<file path="config.mk">
export PLATFORM = sky130hd
export DESIGN_NAME = pipe_ctrl_flat
export DESIGN_NICKNAME = d
export VERILOG_FILES = /design/src/rtl/pipe_ctrl_if.sv /design/src/rtl/pipe_ctrl.sv /design/src/flat_wrapper.sv
export SDC_FILE = /design/constraint.sdc
export NUM_CORES = 1
export LEC_CHECK = 0
export BUFFER_PORTS_ARGS = -buffer_cell sky130_fd_sc_hd__buf_2
export CAP_MARGIN = 20
export CORE_MARGIN = 2
export CORE_UTILIZATION = 35
export DETAILED_ROUTE_END_ITERATION = 10
export GPL_ROUTABILITY_DRIVEN = 0
export PLACE_DENSITY = 0.66
export SLEW_MARGIN = 10
export SYNTH_ARGS = -nofsm -noshare
export SYNTH_HDL_FRONTEND = slang
export SYNTH_SLANG_ARGS = --single-unit
</file>
<file path="constraint.sdc">
create_clock -name clk -period 3 [get_ports clk]
set_clock_uncertainty 0.15 [all_clocks]
set_input_delay 0.6 -clock clk [delete_from_list [all_inputs] [get_ports clk]]
set_output_delay 0.6 -clock clk [all_outputs]
set_load 0.01 [all_outputs]
</file>
<file path="src/rtl/pipe_ctrl_if.sv">
// Control bundle between the pipeline datapath and pipe_ctrl.
// slave is the controller side; master is the datapath side.
interface pipe_ctrl_if #(
  parameter int CNT_W = 32
);
  logic [4:0]       id_rs1_addr_i;
  logic [4:0]       id_rs2_addr_i;
  logic             ex_load_i;
  logic             ex_reg_wen_i;
  logic [4:0]       ex_rd_addr_i;
  logic             ex_jump_en_i;
  logic [31:0]      ex_jump_addr_i;
  logic             mc_req_i;
  logic             mc_done_i;
  logic             hold_pc_o;
  logic             hold_if_id_o;
  logic             hold_id_ex_o;
  logic             flush_if_id_o;
  logic             bubble_id_ex_o;
  logic             jump_en_o;
  logic [31:0]      jump_addr_o;
  logic             mc_start_o;
  logic             mc_abort_o;
  logic             mc_timeout_o;
  logic [CNT_W-1:0] stall_cnt_o;

  modport slave (
    input  id_rs1_addr_i, id_rs2_addr_i, ex_load_i, ex_reg_wen_i, ex_rd_addr_i,
           ex_jump_en_i, ex_jump_addr_i, mc_req_i, mc_done_i,
    output hold_pc_o, hold_if_id_o, hold_id_ex_o, flush_if_id_o, bubble_id_ex_o,
           jump_en_o, jump_addr_o, mc_start_o, mc_abort_o, mc_timeout_o, stall_cnt_o
  );

  modport master (
    output id_rs1_addr_i, id_rs2_addr_i, ex_load_i, ex_reg_wen_i, ex_rd_addr_i,
           ex_jump_en_i, ex_jump_addr_i, mc_req_i, mc_done_i,
    input  hold_pc_o, hold_if_id_o, hold_id_ex_o, flush_if_id_o, bubble_id_ex_o,
           jump_en_o, jump_addr_o, mc_start_o, mc_abort_o, mc_timeout_o, stall_cnt_o
  );
endinterface

</file>
<file path="src/rtl/pipe_ctrl.sv">
// Pipeline sequencing controller: jump redirect/flush, load-use stall with bubble,
// and front-end hold around multi-cycle execute ops with timeout abort.
module pipe_ctrl #(
  parameter int MC_TIMEOUT = 64,
  parameter int CNT_W      = 32
) (
  input logic        clk,
  input logic        rst,
  pipe_ctrl_if.slave bus
);
  localparam int WAIT_W = (MC_TIMEOUT > 2) ? $clog2(MC_TIMEOUT) : 1;
  localparam logic [WAIT_W-1:0] WAIT_LAST = WAIT_W'(MC_TIMEOUT - 1);

  typedef enum logic {RUN, MC_WAIT} state_t;

  state_t           r_state;
  logic [WAIT_W-1:0] r_wait_cnt;
  logic             r_mc_timeout;
  logic [CNT_W-1:0] r_stall_cnt;

  state_t           w_state_next;
  logic [WAIT_W-1:0] w_wait_cnt_next;
  logic             w_set_timeout;
  logic             w_luh;
  logic             w_hold_pc;
  logic             w_hold_if_id;
  logic             w_hold_id_ex;
  logic             w_flush_if_id;
  logic             w_bubble_id_ex;
  logic             w_jump_en;
  logic             w_mc_start;
  logic             w_mc_abort;

  assign w_luh = bus.ex_load_i & bus.ex_reg_wen_i & (bus.ex_rd_addr_i != 5'd0) &
                 ((bus.ex_rd_addr_i == bus.id_rs1_addr_i) |
                  (bus.ex_rd_addr_i == bus.id_rs2_addr_i));

  // Controls are forced quiet while rst is high so a request left on the bus
  // cannot leak a start pulse out of a reset.
  always_comb begin
    w_state_next    = r_state;
    w_wait_cnt_next = r_wait_cnt;
    w_set_timeout   = 1'b0;
    w_hold_pc       = 1'b0;
    w_hold_if_id    = 1'b0;
    w_hold_id_ex    = 1'b0;
    w_flush_if_id   = 1'b0;
    w_bubble_id_ex  = 1'b0;
    w_jump_en       = 1'b0;
    w_mc_start      = 1'b0;
    w_mc_abort      = 1'b0;
    if (!rst) begin
      case (r_state)
        RUN: begin
          if (bus.ex_jump_en_i) begin
            w_jump_en      = 1'b1;
            w_flush_if_id  = 1'b1;
            w_bubble_id_ex = 1'b1;
          end else if (bus.mc_req_i) begin
            w_mc_start      = 1'b1;
            w_hold_pc       = 1'b1;
            w_hold_if_id    = 1'b1;
            w_hold_id_ex    = 1'b1;
            w_state_next    = MC_WAIT;
            w_wait_cnt_next = '0;
          end else if (w_luh) begin
            w_hold_pc      = 1'b1;
            w_hold_if_id   = 1'b1;
            w_bubble_id_ex = 1'b1;
          end
        end
        MC_WAIT: begin
          // Done takes precedence over a coincident timeout.
          if (bus.mc_done_i) begin
            w_state_next = RUN;
          end else if (r_wait_cnt == WAIT_LAST) begin
            w_mc_abort    = 1'b1;
            w_set_timeout = 1'b1;
            w_state_next  = RUN;
          end else begin
            w_hold_pc       = 1'b1;
            w_hold_if_id    = 1'b1;
            w_hold_id_ex    = 1'b1;
            w_wait_cnt_next = r_wait_cnt + WAIT_W'(1);
          end
        end
        default: w_state_next = RUN;
      endcase
    end
  end

  always_ff @(posedge clk or posedge rst) begin
    if (rst) begin
      r_state      <= RUN;
      r_wait_cnt   <= '0;
      r_mc_timeout <= 1'b0;
      r_stall_cnt  <= '0;
    end else begin
      r_state    <= w_state_next;
      r_wait_cnt <= w_wait_cnt_next;
      if (w_set_timeout) begin
        r_mc_timeout <= 1'b1;
      end
      if (w_hold_pc && (r_stall_cnt != {CNT_W{1'b1}})) begin
        r_stall_cnt <= r_stall_cnt + CNT_W'(1);
      end
    end
  end

  assign bus.hold_pc_o      = w_hold_pc;
  assign bus.hold_if_id_o   = w_hold_if_id;
  assign bus.hold_id_ex_o   = w_hold_id_ex;
  assign bus.flush_if_id_o  = w_flush_if_id;
  assign bus.bubble_id_ex_o = w_bubble_id_ex;
  assign bus.jump_en_o      = w_jump_en;
  assign bus.jump_addr_o    = w_jump_en ? bus.ex_jump_addr_i : 32'd0;
  assign bus.mc_start_o     = w_mc_start;
  assign bus.mc_abort_o     = w_mc_abort;
  assign bus.mc_timeout_o   = r_mc_timeout;
  assign bus.stall_cnt_o    = r_stall_cnt;
endmodule

</file>
<file path="src/flat_wrapper.sv">
// flat-port wrapper written by rule: the top's interface ports become plain ports
module pipe_ctrl_flat 
#(
  parameter int MC_TIMEOUT = 64,
  parameter int CNT_W      = 32
)
  (clk, rst, bus_id_rs1_addr_i, bus_id_rs2_addr_i, bus_ex_load_i, bus_ex_reg_wen_i, bus_ex_rd_addr_i, bus_ex_jump_en_i, bus_ex_jump_addr_i, bus_mc_req_i, bus_mc_done_i, bus_hold_pc_o, bus_hold_if_id_o, bus_hold_id_ex_o, bus_flush_if_id_o, bus_bubble_id_ex_o, bus_jump_en_o, bus_jump_addr_o, bus_mc_start_o, bus_mc_abort_o, bus_mc_timeout_o, bus_stall_cnt_o);
  pipe_ctrl_if #(.CNT_W(CNT_W)) bus_i ();
  input logic clk;
  input logic rst;
  input wire logic [$bits(bus_i.id_rs1_addr_i)-1:0] bus_id_rs1_addr_i;
  input wire logic [$bits(bus_i.id_rs2_addr_i)-1:0] bus_id_rs2_addr_i;
  input wire logic [$bits(bus_i.ex_load_i)-1:0] bus_ex_load_i;
  input wire logic [$bits(bus_i.ex_reg_wen_i)-1:0] bus_ex_reg_wen_i;
  input wire logic [$bits(bus_i.ex_rd_addr_i)-1:0] bus_ex_rd_addr_i;
  input wire logic [$bits(bus_i.ex_jump_en_i)-1:0] bus_ex_jump_en_i;
  input wire logic [$bits(bus_i.ex_jump_addr_i)-1:0] bus_ex_jump_addr_i;
  input wire logic [$bits(bus_i.mc_req_i)-1:0] bus_mc_req_i;
  input wire logic [$bits(bus_i.mc_done_i)-1:0] bus_mc_done_i;
  output wire logic [$bits(bus_i.hold_pc_o)-1:0] bus_hold_pc_o;
  output wire logic [$bits(bus_i.hold_if_id_o)-1:0] bus_hold_if_id_o;
  output wire logic [$bits(bus_i.hold_id_ex_o)-1:0] bus_hold_id_ex_o;
  output wire logic [$bits(bus_i.flush_if_id_o)-1:0] bus_flush_if_id_o;
  output wire logic [$bits(bus_i.bubble_id_ex_o)-1:0] bus_bubble_id_ex_o;
  output wire logic [$bits(bus_i.jump_en_o)-1:0] bus_jump_en_o;
  output wire logic [$bits(bus_i.jump_addr_o)-1:0] bus_jump_addr_o;
  output wire logic [$bits(bus_i.mc_start_o)-1:0] bus_mc_start_o;
  output wire logic [$bits(bus_i.mc_abort_o)-1:0] bus_mc_abort_o;
  output wire logic [$bits(bus_i.mc_timeout_o)-1:0] bus_mc_timeout_o;
  output wire logic [$bits(bus_i.stall_cnt_o)-1:0] bus_stall_cnt_o;
  assign bus_i.id_rs1_addr_i = bus_id_rs1_addr_i;
  assign bus_i.id_rs2_addr_i = bus_id_rs2_addr_i;
  assign bus_i.ex_load_i = bus_ex_load_i;
  assign bus_i.ex_reg_wen_i = bus_ex_reg_wen_i;
  assign bus_i.ex_rd_addr_i = bus_ex_rd_addr_i;
  assign bus_i.ex_jump_en_i = bus_ex_jump_en_i;
  assign bus_i.ex_jump_addr_i = bus_ex_jump_addr_i;
  assign bus_i.mc_req_i = bus_mc_req_i;
  assign bus_i.mc_done_i = bus_mc_done_i;
  assign bus_hold_pc_o = bus_i.hold_pc_o;
  assign bus_hold_if_id_o = bus_i.hold_if_id_o;
  assign bus_hold_id_ex_o = bus_i.hold_id_ex_o;
  assign bus_flush_if_id_o = bus_i.flush_if_id_o;
  assign bus_bubble_id_ex_o = bus_i.bubble_id_ex_o;
  assign bus_jump_en_o = bus_i.jump_en_o;
  assign bus_jump_addr_o = bus_i.jump_addr_o;
  assign bus_mc_start_o = bus_i.mc_start_o;
  assign bus_mc_abort_o = bus_i.mc_abort_o;
  assign bus_mc_timeout_o = bus_i.mc_timeout_o;
  assign bus_stall_cnt_o = bus_i.stall_cnt_o;
  pipe_ctrl #(.MC_TIMEOUT(MC_TIMEOUT), .CNT_W(CNT_W)) u_core (.clk(clk), .rst(rst), .bus(bus_i));
endmodule
</file>
# Word-level counts from Yosys, hierarchy flattened
# Index checks and enable logic that the tools add are counted.
# classes
magnitude_cmp,0
add_sub_neg,2
bitwise_logic,6
n_div,0
n_reduce_logical,3
n_mul,0
n_eq_ne,8
mux,30
shifts,0
# op_table
op,n
$add 32x1->32 const B,1
$mux 32,1
$ne 32x32->1 const B,1
$mux 6,4
$mux 1,22
$pmux 6 s2,1
$eq 5x5->1,2
$ne 2x2->1 const B,4
$add 6x1->6 const B,1
$eq 6x6->1 const B,1
$reduce_and 5->1,1
$reduce_bool 5->1,1
$pmux 1 s2,2
$and 1x1->1,3
$not 1->1,2
$logic_and 1x1->1,1
$or 1x1->1,1
# totals
out_inout_bits,73
rom_bits,0
mem_bits_rw,0
reg_bits,40
input_bits,54
elab_cells,53
mem_count,0
latch_bits,0

# Longest topological paths before layout
# Gate-level depths: netlist (run 1).
# depth
depth_word,9
ltp_mapped,7
ltp_nobuf,6

# Least setup slack after synthesis (run 1)
# No wires, ideal clock.
# synth_path
kind,in2out
start,input port rst
end,output port bus_bubble_id_ex_o
stages,3
slack_ns,0.259
t_arrival_ns,1.991
path_cell_list,clkbuf_1 -> inv_1 -> a41o_1
# synth_via
elab_chain_cells,1
# synth_rtl
element,line,text
"start, declared",flat_wrapper.sv:10,input logic rst;
$mux 1,pipe_ctrl.sv:52,if (!rst) begin
"end, declared",flat_wrapper.sv:24,output wire logic [$bits(bus_i.bubble_id_ex_o)-1:0] bus_bubble_id_ex_o;
# Every way passes these cells.

# Final worst setup path (run 1)
# layout_path
start,register u_core.r_wait_cnt[0]
end,output port bus_hold_if_id_o
# layout_via
elab_chain_cells,5
# layout_rtl
element,line,text
"start, declared",pipe_ctrl.sv:17,logic [WAIT_W-1:0] r_wait_cnt;
"start signal, assigned",pipe_ctrl.sv:100,r_wait_cnt <= w_wait_cnt_next;
$eq 6x6->1,pipe_ctrl.sv:76,end else if (r_wait_cnt == WAIT_LAST) begin
$mux 1,pipe_ctrl.sv:76,
$mux 1,pipe_ctrl.sv:74,if (bus.mc_done_i) begin
$pmux 1 s2,pipe_ctrl.sv:53,case (r_state)
$mux 1,pipe_ctrl.sv:52,
"end, declared",flat_wrapper.sv:21,output wire logic [$bits(bus_i.hold_if_id_o)-1:0] bus_hold_if_id_o;
# Every way passes these cells.

==> flow_results.xml, run 1 <==
<?xml version="1.0" encoding="UTF-8"?>
<metrics>
  <group name="cells_and_area">
    <metric name="post-route-util" unit="%">48.28</metric>
    <metric name="final_net_count" unit="">454</metric>
    <metric name="share_of_post_route_cells_with_drive_strength_above_1" unit="%">45.11</metric>
    <metric name="diodes" unit="">0</metric>
    <metric name="syn2layout_area_growth" unit="%">31.95</metric>
  </group>
  <group name="timing">
    <metric name="timing.final.crit_share" unit="%">92.83</metric>
    <metric name="timing_worst_slew_pin_value" unit="ps">628.6</metric>
    <metric name="finalMaxSlewViolations" unit="">0</metric>
    <metric name="grt_setup_unrepaired" unit="">false</metric>
    <metric name="fin_crit" unit="ps">2785</metric>
    <metric name="slew-limit-headroom" unit="%">57.81</metric>
    <metric name="timing.final.setup_violations" unit="">0</metric>
    <metric name="max_freq" unit="GHz">0.3591</metric>
    <metric name="tns" unit="ps">0</metric>
    <metric name="count_of_endpoints_failing_hold_in_the_final_timing_report" unit="">0</metric>
  </group>
  <group name="clock_tree">
    <metric name="post-cts-setup-buffers" unit="">0</metric>
    <metric name="tritoncts.num_buffers" unit="">5</metric>
    <metric name="hold_bufs_at_cts" unit="">0</metric>
    <metric name="worstSkewPairLatency" unit="ps">290</metric>
    <metric name="path_clk_slew" unit="ps">80</metric>
    <metric name="clock_tree.htree_level_count" unit="">2</metric>
    <metric name="cts.sinks" unit="">40</metric>
    <metric name="cts.repair.resized" unit="">0</metric>
    <metric name="max-clock-path-buffers" unit="">2</metric>
    <metric name="clockRootBuffer" unit="">sky130_fd_sc_hd__clkbuf_8</metric>
    <metric name="cts_tree" unit="">done</metric>
  </group>
  <group name="critical_path">
    <metric name="worstPathMaxFanout" unit="">8</metric>
    <metric name="timing.rr.start" unit="">u_core.r_wait_cnt[0]$_DFFE_PP0P_</metric>
    <metric name="timing.critical_path.from_type" unit="">register</metric>
    <metric name="cp-end-kind" unit="">primary output</metric>
    <metric name="reg_to_reg_endpoint" unit="">u_core.bus.stall_cnt_o[1]$_DFFE_PP0P_</metric>
    <metric name="reg2regPathDepth" unit="">7</metric>
    <metric name="worst_ep_arrival_time" unit="ps">2030</metric>
    <metric name="critical_setup_path_kind" unit="">register to primary output</metric>
    <metric name="r2r_slack" unit="ps">550</metric>
    <metric name="critical_path_required" unit="ps">2250</metric>
  </group>
  <group name="routing">
    <metric name="drt-vias-per-instance" unit="">4.976</metric>
    <metric name="route.detailed.wl_per_inst" unit="µm">13.59</metric>
    <metric name="vias" unit="">2478</metric>
    <metric name="route.antenna.remaining_nets" unit="">0</metric>
    <metric name="remaining_drc_errors" unit="">0</metric>
    <metric name="drtPass1Iterations" unit="">4</metric>
    <metric name="drt-total-wl" unit="mm">6.769</metric>
    <metric name="initial_drt_markers" unit="">53</metric>
  </group>
  <group name="floorplanning">
    <metric name="die_w" unit="µm">91.55</metric>
    <metric name="io_pins" unit="">127</metric>
    <metric name="placement_rows" unit="">31</metric>
    <metric name="core_area" unit="µm²">7331</metric>
    <metric name="initial_core_util" unit="%">36.59</metric>
    <metric name="area_enclosed_by_the_die_boundary" unit="µm²">8380</metric>
    <metric name="dieHeight" unit="µm">91.55</metric>
  </group>
  <group name="synthesis">
    <metric name="yosysUniqueCellTypes" unit="">48</metric>
    <metric name="netlist_instances" unit="">271</metric>
    <metric name="top_cells_by_instance_count_after_synthesis" unit="">40 x sky130_fd_sc_hd__dfrtp_1, 40 x sky130_fd_sc_hd__xor2_1, 35 x sky130_fd_sc_hd__and2_1</metric>
    <metric name="synth_enable_flop_cells" unit="">0</metric>
    <metric name="synth-seq-area-share" unit="%">37.31</metric>
    <metric name="synthesis.nets" unit="">327</metric>
    <metric name="synth_top_cell_by_area" unit="">sky130_fd_sc_hd__dfrtp_1</metric>
    <metric name="syn_area" unit="µm²">2683</metric>
    <metric name="synthesis.yosys.warnings" unit="">0</metric>
    <metric name="synth_flop_cell" unit="">sky130_fd_sc_hd__dfrtp_1</metric>
    <metric name="synthTopCellsByArea" unit="">sky130_fd_sc_hd__dfrtp_1 37%, sky130_fd_sc_hd__xor2_1 13%, sky130_fd_sc_hd__and2_1 8.2%, sky130_fd_sc_hd__nor4_2 7.9%, sky130_fd_sc_hd__nand3_1 3.2%</metric>
    <metric name="synthArstFlopShare" unit="%">100.0</metric>
    <metric name="synthesis.area_per_instance" unit="µm²">9.899</metric>
    <metric name="synthDominantCellAreaShare" unit="%">37.31</metric>
    <metric name="synth.ff_latch_count" unit="">40</metric>
  </group>
  <group name="hold_path">
    <metric name="holdCritStartpoint" unit="">u_core.bus.mc_timeout_o$_DFFE_PP0P_</metric>
    <metric name="hold_class" unit="">register to register</metric>
    <metric name="whs_path_depth" unit="">1</metric>
    <metric name="hold-path-endpoint" unit="">u_core.bus.mc_timeout_o$_DFFE_PP0P_</metric>
  </group>
  <group name="grt">
    <metric name="grt_first_pass_wirelength" unit="mm">11.15</metric>
    <metric name="grt_remaining_overflow" unit="">0</metric>
    <metric name="grt_start_max_net_pins" unit="">41</metric>
    <metric name="grt_pass1_vias" unit="">2411</metric>
    <metric name="grt_antenna_before_repair" unit="">0</metric>
    <metric name="grt.total_usage" unit="%">16.37</metric>
  </group>
  <group name="placement">
    <metric name="port-buffer-count" unit="">126</metric>
    <metric name="hpwlAfterDp" unit="mm">5.482</metric>
  </group>
  <group name="pwr">
    <metric name="power-per-cell-area" unit="nW/µm²">400.4</metric>
    <metric name="cellLeakagePower" unit="µW">0.001934</metric>
    <metric name="finalPower" unit="µW">1417</metric>
    <metric name="vdd_ir_drop_max" unit="µV">170.9</metric>
  </group>
  <group name="job">
    <metric name="max_cap_violations" unit="">0</metric>
  </group>
  <group name="status">
    <metric name="status" unit="">finished, final reports clean</metric>
  </group>
</metrics>
[power breakdown]
group / switching (µW) / leakage (µW) / internal, µW
sequential: 75.0 / 0.000541 / 598
clock: 184 / 0.0000445 / 187
combinational: 199 / 0.00135 / 175
[per-stage QoR]
step,area [µm²],hold WS (ps),setup slack [ps],std cells
after global placement,3446,301.2,370.5,490
after floorplan,2683,326.1,259.1,271
after detailed placement,3446,307.0,339.0,490
after global routing,3540,355.8,97.47,498
final,3540,315.9,215.2,498
after CTS,3540,325.6,192.0,498
[sequential cells by signal, summed over array words and instances, names as in the netlist]
name / count
u_core.r_wait_cnt: 6
u_core.bus.stall_cnt_o: 32
u_core.bus.mc_timeout_o: 1
u_core.r_state: 1
[critical path, cell delays in order, from the launching register on]
cell                       delay, ps
sky130_fd_sc_hd__dfrtp_1         420
sky130_fd_sc_hd__ha_1            250
sky130_fd_sc_hd__and4_4          180
sky130_fd_sc_hd__a211oi_4        340
sky130_fd_sc_hd__nand2_2         200
sky130_fd_sc_hd__nor2_1          190
sky130_fd_sc_hd__buf_2           160
[cell families (layout without fill, tap and decap cells)]
logic type,Yosys count,in the layout,synth area share [%]
AOI/OAI and AO/OA,17,17,5.317
xor gates and xnor gates,41,41,13.39
adders and majority gates,2,2,0.9327
buffers and inverters,21,149,3.918
DFF,40,40,37.31
muxes,4,4,1.819
and+or+nand+nor,146,146,37.31
[final cells by class]
| cell class | instances | area [µm²] |
|---|---|---|
| fillers | 742 | 3791 |
| clock inverters | 1 | 7.507 |
| well taps | 99 | 123.9 |
| inverters | 4 | 15.01 |
| repair buffers | 137 | 713.2 |
| flip-flops and latches | 40 | 1001 |
| multi-input cells | 210 | 1593 |
| clock buffers | 7 | 86.33 |
[per-layer routing]
layer / part of all wire [%] / vias to the layer above / track usage, % / wire, µm
met5: 0 / - / 0 / 0
met4: 1.9 / 0 / 5.808 / 130
met3: 7.1 / 14 / 3.983 / 479
met2: 52 / 102 / 29.84 / 3496
met1: 39 / 1156 / 18.37 / 2662
li1: - / 1206 / - / -
[layout by cell type (no fill, tap or decap), drive strengths merged, types with 2 or more instances in the layout]
master  count
nand4      10
a22o        3
nor4       18
and2       35
buf       137
ha          2
nand2      16
inv         4
a21oi       2
or2         2
and3        8
mux2        4
nor4b       5
nor2       10
o21ai       5
a211oi      2
nand3      17
nor3       17
and4        3
nor3b       2
clkbuf      7
xor2       40
dfrtp      40
[worst max path at each step]
| stage | start | endpoint | slack, ps |
|---|---|---|---|
| floorplan | rst | bus_bubble_id_ex_o | 260 |
| global placement | bus_mc_done_i | bus_hold_pc_o | 370 |
| detailed placement | bus_mc_done_i | bus_hold_if_id_o | 340 |
| CTS | u_core.r_wait_cnt[0]$_DFFE_PP0P_ | bus_hold_if_id_o | 190 |
| global route | u_core.r_wait_cnt[0]$_DFFE_PP0P_ | bus_hold_pc_o | 100 |
| finish | u_core.r_wait_cnt[0]$_DFFE_PP0P_ | bus_hold_if_id_o | 220 |
No activity file was read; power rests on OpenSTA's default activity.
==> run 2: changes to the inputs <==
Settings changed: CORE_MARGIN 2 to not set, CTS_BUF_LIST set to sky130_fd_sc_hd__clkbuf_4, HOLD_SLACK_MARGIN set to 0.12.
==> flow_results.xml, run 2 (synthesis gave the netlist of run 1 again) <==
<?xml version="1.0" encoding="UTF-8"?>
<metrics>
  <group name="grt">
    <metric name="grt.total_usage" unit="%">17.14</metric>
    <metric name="grt_start_max_net_pins" unit="">41</metric>
    <metric name="grt_remaining_overflow" unit="">0</metric>
    <metric name="grt_antenna_before_repair" unit="">0</metric>
    <metric name="grt_first_pass_wirelength" unit="mm">10.61</metric>
    <metric name="grt_pass1_vias" unit="">2285</metric>
  </group>
  <group name="cells_and_area">
    <metric name="diodes" unit="">0</metric>
    <metric name="largest_register_ff_count" unit="">32</metric>
    <metric name="final_net_count" unit="">449</metric>
    <metric name="layout_common_cells" unit="">126 x sky130_fd_sc_hd__buf_2, 40 x sky130_fd_sc_hd__xor2_1, 40 x sky130_fd_sc_hd__dfrtp_1, 35 x sky130_fd_sc_hd__and2_1</metric>
    <metric name="syn2layout_area_growth" unit="%">28.92</metric>
    <metric name="layout.cell_area.non_filler" unit="µm²">3458</metric>
    <metric name="mostFrequentLayoutCell" unit="">sky130_fd_sc_hd__buf_2</metric>
    <metric name="nFillCells" unit="">711</metric>
    <metric name="post-route-util" unit="%">47.18</metric>
    <metric name="share_of_post_route_cells_with_drive_strength_above_1" unit="%">44.53</metric>
  </group>
  <group name="routing">
    <metric name="route.antenna.remaining_nets" unit="">0</metric>
    <metric name="route.detailed.wl_per_inst" unit="µm">13.81</metric>
    <metric name="dr_wl_met2" unit="mm">3.636</metric>
    <metric name="dr_wl_met3" unit="µm">400</metric>
    <metric name="route.layer.met1.wl" unit="mm">2.699</metric>
    <metric name="drt-vias-per-instance" unit="">4.955</metric>
    <metric name="top_signal_layer_used" unit="">met4</metric>
    <metric name="initial_drt_markers" unit="">66</metric>
    <metric name="drt-total-wl" unit="mm">6.796</metric>
    <metric name="remaining_drc_errors" unit="">0</metric>
    <metric name="vias" unit="">2438</metric>
    <metric name="drtPass1Iterations" unit="">4</metric>
  </group>
  <group name="placement">
    <metric name="place_area" unit="µm²">3408</metric>
    <metric name="hpwlAfterDp" unit="mm">5.409</metric>
    <metric name="port-buffer-count" unit="">126</metric>
  </group>
  <group name="hold_path">
    <metric name="whs_path_depth" unit="">1</metric>
    <metric name="hold_class" unit="">register to register</metric>
    <metric name="hold-path-endpoint" unit="">u_core.bus.mc_timeout_o$_DFFE_PP0P_</metric>
    <metric name="holdCritStartpoint" unit="">u_core.bus.mc_timeout_o$_DFFE_PP0P_</metric>
  </group>
  <group name="floorplanning">
    <metric name="dieHeight" unit="µm">89.55</metric>
    <metric name="die_w" unit="µm">89.55</metric>
    <metric name="core_area" unit="µm²">7331</metric>
    <metric name="placement_rows" unit="">31</metric>
    <metric name="initial_core_util" unit="%">36.59</metric>
    <metric name="area_enclosed_by_the_die_boundary" unit="µm²">8018</metric>
    <metric name="io_pins" unit="">127</metric>
  </group>
  <group name="critical_path">
    <metric name="critical_path_required" unit="ps">2250</metric>
    <metric name="crit_slowest_cell" unit="">sky130_fd_sc_hd__dfrtp_1</metric>
    <metric name="cp-end-kind" unit="">primary output</metric>
    <metric name="worst_path_dominant_cell_family" unit="">simple AND/OR/NAND/NOR gates</metric>
    <metric name="timing.rr.start" unit="">u_core.r_wait_cnt[0]$_DFFE_PP0P_</metric>
    <metric name="crit_path_cell_trace" unit="">ha_1, and4_4, a211oi_4, nand2_2, nor2_1, buf_2</metric>
    <metric name="reg_to_reg_endpoint" unit="">u_core.bus.stall_cnt_o[30]$_DFFE_PP0P_</metric>
    <metric name="worstPathMaxFanout" unit="">5</metric>
    <metric name="critical_setup_path_kind" unit="">register to primary output</metric>
    <metric name="buffers_inverters_on_critical_path" unit="">1</metric>
    <metric name="worst_ep_arrival_time" unit="ps">2090</metric>
    <metric name="timing.critical_path.slowest_cell_delay" unit="ps">430</metric>
    <metric name="reg2regPathDepth" unit="">6</metric>
    <metric name="timing.critical_path.from_type" unit="">register</metric>
    <metric name="r2r_slack" unit="ps">560</metric>
  </group>
  <group name="timing">
    <metric name="slew-limit-headroom" unit="%">55.44</metric>
    <metric name="count_of_endpoints_failing_hold_in_the_final_timing_report" unit="">0</metric>
    <metric name="tns" unit="ps">0</metric>
    <metric name="timing.final.crit_share" unit="%">94.56</metric>
    <metric name="timing.final.setup_violations" unit="">0</metric>
    <metric name="fin_crit" unit="ps">2837</metric>
    <metric name="grt_setup_unrepaired" unit="">false</metric>
    <metric name="max_freq" unit="GHz">0.3525</metric>
    <metric name="finalMaxSlewViolations" unit="">0</metric>
    <metric name="timing_worst_slew_pin_value" unit="ps">663.9</metric>
  </group>
  <group name="clock_tree">
    <metric name="cts_tree" unit="">done</metric>
    <metric name="cts.repair.resized" unit="">0</metric>
    <metric name="hold_bufs_at_cts" unit="">0</metric>
    <metric name="tritoncts.num_buffers" unit="">5</metric>
    <metric name="cts.sinks" unit="">40</metric>
    <metric name="path_clk_slew" unit="ps">110</metric>
    <metric name="max-clock-path-buffers" unit="">2</metric>
    <metric name="post-cts-setup-buffers" unit="">0</metric>
    <metric name="clock_tree.htree_level_count" unit="">2</metric>
    <metric name="clockRootBuffer" unit="">sky130_fd_sc_hd__clkbuf_4</metric>
    <metric name="worstSkewPairLatency" unit="ps">340</metric>
  </group>
  <group name="pwr">
    <metric name="power-per-cell-area" unit="nW/µm²">375.0</metric>
    <metric name="vdd_ir_drop_max" unit="µV">148.8</metric>
    <metric name="cellLeakagePower" unit="µW">0.001899</metric>
  </group>
  <group name="job">
    <metric name="max_cap_violations" unit="">0</metric>
  </group>
  <group name="status">
    <metric name="status" unit="">finished, final reports clean</metric>
  </group>
</metrics>
[run 2: cell type report]
class | instances | area [µm²] | share of cell area [%]
multi-input combinational | 210 | 1593 | 46.06
tap | 99 | 123.9 | 3.582
clock buffer | 6 | 45.04 | 1.302
inverter | 4 | 15.01 | 0.4342
timing repair buffer | 132 | 675.6 | 19.54
sequential | 40 | 1001 | 28.94
clock inverter | 1 | 5.005 | 0.1447
[run 2: per-stage QoR]
step           hold slack (ps)  power [µW]  cells  setup WS (ps)
2_1_floorplan            326.1       897.4    271          259.1
3_3_place_gp             300.0        1042    485          402.1
3_5_place_dp             304.8        1055    485          369.0
4_1_cts                  334.9        1318    492          140.7
5_1_grt                  353.5        1395    492          13.30
6_report                 329.8        1297    492          163.2
[run 2: worst max-delay path by stage]
| stage | from | to | slack, ps | cells after the start |
|---|---|---|---|---|
| after detailed placement | bus_mc_done_i | bus_hold_pc_o | 370 | 6 |
| after global placement | bus_mc_done_i | bus_hold_if_id_o | 400 | 6 |
| after floorplan | rst | bus_bubble_id_ex_o | 260 | 3 |
| final | u_core.r_wait_cnt[0]$_DFFE_PP0P_ | bus_hold_pc_o | 160 | 6 |
| after CTS | u_core.r_wait_cnt[0]$_DFFE_PP0P_ | bus_hold_pc_o | 140 | 6 |
| after global routing | u_core.r_wait_cnt[0]$_DFFE_PP0P_ | bus_hold_if_id_o | 10 | 6 |
[run 2: metal layers]
| layer | GRT usage [%] | up-vias |
|---|---|---|
| li1 | - | 1200 |
| met1 | 19.11 | 1136 |
| met2 | 33.20 | 96 |
| met3 | 3.324 | 6 |
| met4 | 3.896 | 0 |
| met5 | 0 | - |
[run 2: power by group]
group / leakage (µW) / total (µW) / internal (µW) / switching (µW)
registers: 0.000541 / 672 / 598 / 74.7
clock network: 0.0000315 / 256 / 95.5 / 160
logic: 0.00133 / 369 / 169 / 200
==> run 3: changes to the inputs <==
Settings changed: CAP_MARGIN 20 to 15, RECOVER_POWER set to 25.
==> flow_results.xml, run 3 (synthesis gave the netlist of run 1 again) <==
<?xml version="1.0" encoding="UTF-8"?>
<metrics>
  <group name="status">
    <metric name="status" unit="">complete, but fails checks</metric>
    <metric name="violations_in_the_final_reports" unit="">capacitance limit, slew limit</metric>
  </group>
  <group name="routing">
    <metric name="route.antenna.remaining_nets" unit="">0</metric>
    <metric name="vias" unit="">2435</metric>
    <metric name="initial_drt_markers" unit="">66</metric>
    <metric name="drtPass1Iterations" unit="">4</metric>
    <metric name="drt-total-wl" unit="mm">6.803</metric>
    <metric name="drt-vias-per-instance" unit="">4.949</metric>
    <metric name="remaining_drc_errors" unit="">0</metric>
    <metric name="route.detailed.wl_per_inst" unit="µm">13.83</metric>
  </group>
  <group name="grt">
    <metric name="grt_pass1_vias" unit="">2285</metric>
    <metric name="grt_start_max_net_pins" unit="">41</metric>
    <metric name="grt.total_usage" unit="%">17.14</metric>
    <metric name="grt_remaining_overflow" unit="">0</metric>
    <metric name="grt_antenna_before_repair" unit="">0</metric>
    <metric name="grt_first_pass_wirelength" unit="mm">10.61</metric>
  </group>
  <group name="floorplanning">
    <metric name="area_enclosed_by_the_die_boundary" unit="µm²">8018</metric>
    <metric name="core_area" unit="µm²">7331</metric>
    <metric name="initial_core_util" unit="%">36.59</metric>
    <metric name="placement_rows" unit="">31</metric>
    <metric name="io_pins" unit="">127</metric>
    <metric name="dieHeight" unit="µm">89.55</metric>
    <metric name="die_w" unit="µm">89.55</metric>
  </group>
  <group name="critical_path">
    <metric name="worst_path_dominant_cell_family" unit="">simple AND/OR/NAND/NOR gates</metric>
    <metric name="critical_setup_path_kind" unit="">register to primary output</metric>
    <metric name="crit_slowest_cell" unit="">sky130_fd_sc_hd__dfrtp_1</metric>
    <metric name="crit_path_cell_trace" unit="">ha_1, and4_4, a211oi_4, nand2_2, nor2_1, buf_2</metric>
    <metric name="timing.critical_path.slowest_cell_delay" unit="ps">430</metric>
    <metric name="worst_ep_arrival_time" unit="ps">2090</metric>
    <metric name="worstPathMaxFanout" unit="">5</metric>
    <metric name="timing.critical_path.from_type" unit="">register</metric>
    <metric name="buffers_inverters_on_critical_path" unit="">1</metric>
    <metric name="critical_path_required" unit="ps">2250</metric>
    <metric name="cp-end-kind" unit="">primary output</metric>
  </group>
  <group name="placement">
    <metric name="hpwlAfterDp" unit="mm">5.409</metric>
    <metric name="dp.cells" unit="">485</metric>
    <metric name="pre_cts_slack" unit="ps">369.0</metric>
    <metric name="port-buffer-count" unit="">126</metric>
  </group>
  <group name="cells_and_area">
    <metric name="layout_common_cells" unit="">125 x sky130_fd_sc_hd__buf_2, 40 x sky130_fd_sc_hd__xor2_1, 40 x sky130_fd_sc_hd__dfrtp_1, 35 x sky130_fd_sc_hd__and2_1</metric>
    <metric name="nFillCells" unit="">713</metric>
    <metric name="post_layout_nonfiller_instances" unit="">492</metric>
    <metric name="multiInputGateArea" unit="µm²">1593</metric>
    <metric name="share_of_post_route_cells_with_drive_strength_above_1" unit="%">44.27</metric>
    <metric name="final-seq-area" unit="µm²">1001</metric>
    <metric name="syn2layout_area_growth" unit="%">28.78</metric>
    <metric name="mostFrequentLayoutCell" unit="">sky130_fd_sc_hd__buf_2</metric>
    <metric name="final_net_count" unit="">449</metric>
    <metric name="largest_register_ff_count" unit="">32</metric>
    <metric name="diodes" unit="">0</metric>
  </group>
  <group name="pwr">
    <metric name="vdd_ir_drop_max" unit="µV">148.0</metric>
    <metric name="power-per-cell-area" unit="nW/µm²">375.2</metric>
    <metric name="cellLeakagePower" unit="µW">0.001896</metric>
    <metric name="finalPower" unit="µW">1296</metric>
  </group>
  <group name="clock_tree">
    <metric name="clockRootBuffer" unit="">sky130_fd_sc_hd__clkbuf_4</metric>
    <metric name="clock_tree.htree_level_count" unit="">2</metric>
    <metric name="cts_tree" unit="">done</metric>
    <metric name="post-cts-setup-buffers" unit="">0</metric>
    <metric name="hold_bufs_at_cts" unit="">0</metric>
    <metric name="path_clk_slew" unit="ps">110</metric>
    <metric name="tritoncts.num_buffers" unit="">5</metric>
    <metric name="cts.repair.resized" unit="">0</metric>
    <metric name="cts.sinks" unit="">40</metric>
    <metric name="worstSkewPairLatency" unit="ps">340</metric>
    <metric name="max-clock-path-buffers" unit="">2</metric>
  </group>
  <group name="timing">
    <metric name="count_of_endpoints_failing_hold_in_the_final_timing_report" unit="">0</metric>
    <metric name="timing_worst_slew_pin_value" unit="ps">2144</metric>
    <metric name="setup_slack" unit="ps">163.7</metric>
    <metric name="tns" unit="ps">0</metric>
    <metric name="fin_crit" unit="ps">2836</metric>
    <metric name="timing.final.setup_violations" unit="">0</metric>
    <metric name="grt_setup_unrepaired" unit="">false</metric>
    <metric name="holdWs" unit="ps">329.6</metric>
    <metric name="max_freq" unit="GHz">0.3526</metric>
    <metric name="timing.final.crit_share" unit="%">94.54</metric>
    <metric name="finalMaxSlewViolations" unit="">41</metric>
    <metric name="slew-limit-headroom" unit="%">-42.96</metric>
  </group>
  <group name="hold_path">
    <metric name="hold_class" unit="">register to register</metric>
  </group>
  <group name="job">
    <metric name="max_cap_violations" unit="">1</metric>
  </group>
</metrics>
-- run 3: layer usage --
metal	share of wire [%]	track usage [%]	vias up	wire, µm
li1	-	-	1198	-
met4	0.88	3.896	0	60
met1	40	19.11	1135	2710
met5	0	0	-	0
met3	5.8	3.324	6	395
met2	53	33.20	96	3636
-- run 3: final timing paths --
kind                                                     startpoint                                     end  cells after the start  slack [ps]
worst max register to register     u_core.r_wait_cnt[0]$_DFFE_PP0P_  u_core.bus.stall_cnt_o[30]$_DFFE_PP0P_                      6         540
worst max-delay path               u_core.r_wait_cnt[0]$_DFFE_PP0P_                           bus_hold_pc_o                      6         160
min in group asynchronous                                       rst        u_core.r_wait_cnt[5]$_DFFE_PP0P_                      3        1020
max in group asynchronous                                       rst  u_core.bus.stall_cnt_o[26]$_DFFE_PP0P_                      3         450
worst min register to register  u_core.bus.mc_timeout_o$_DFFE_PP0P_     u_core.bus.mc_timeout_o$_DFFE_PP0P_                      1         330
worst min-delay path            u_core.bus.mc_timeout_o$_DFFE_PP0P_     u_core.bus.mc_timeout_o$_DFFE_PP0P_                      1         330
-- run 3: stage by stage --
step / instance area [µm²] / utilization [%]
2_1_floorplan: 2683 / -
3_3_place_gp: 3408 / 46.49
3_5_place_dp: 3408 / 46.49
4_1_cts: 3458 / 47.18
5_1_grt: 3455 / 47.12
6_report: 3455 / 47.12
-- run 3: worst reg2reg max path, stage by stage (launching register included) --
cell                       delay, ps
sky130_fd_sc_hd__dfrtp_1         430
sky130_fd_sc_hd__ha_1            250
sky130_fd_sc_hd__and4_4          180
sky130_fd_sc_hd__a211oi_4        350
sky130_fd_sc_hd__nand4_1         340
sky130_fd_sc_hd__nor3_1          300
sky130_fd_sc_hd__mux2_1          340
-- run 3: final cells by class --
| type | instances | area share, % |
|---|---|---|
| Timing Repair Buffer | 132 | 19.45 |
| Inverter | 4 | 0.4346 |
| Clock buffer | 6 | 1.304 |
| Sequential cell | 40 | 28.98 |
| Multi-Input combinational cell | 210 | 46.11 |
| Tap cell | 99 | 3.586 |
| Clock inverter | 1 | 0.1449 |
-- run 3: power by group --
group | internal (µW) | leakage [µW] | switching, µW
Clock | 95.5 | 0.0000315 | 160
Sequential | 598 | 0.000541 | 74.7
Combinational | 168 | 0.00132 | 200
Total | 861 | 0.00190 | 435
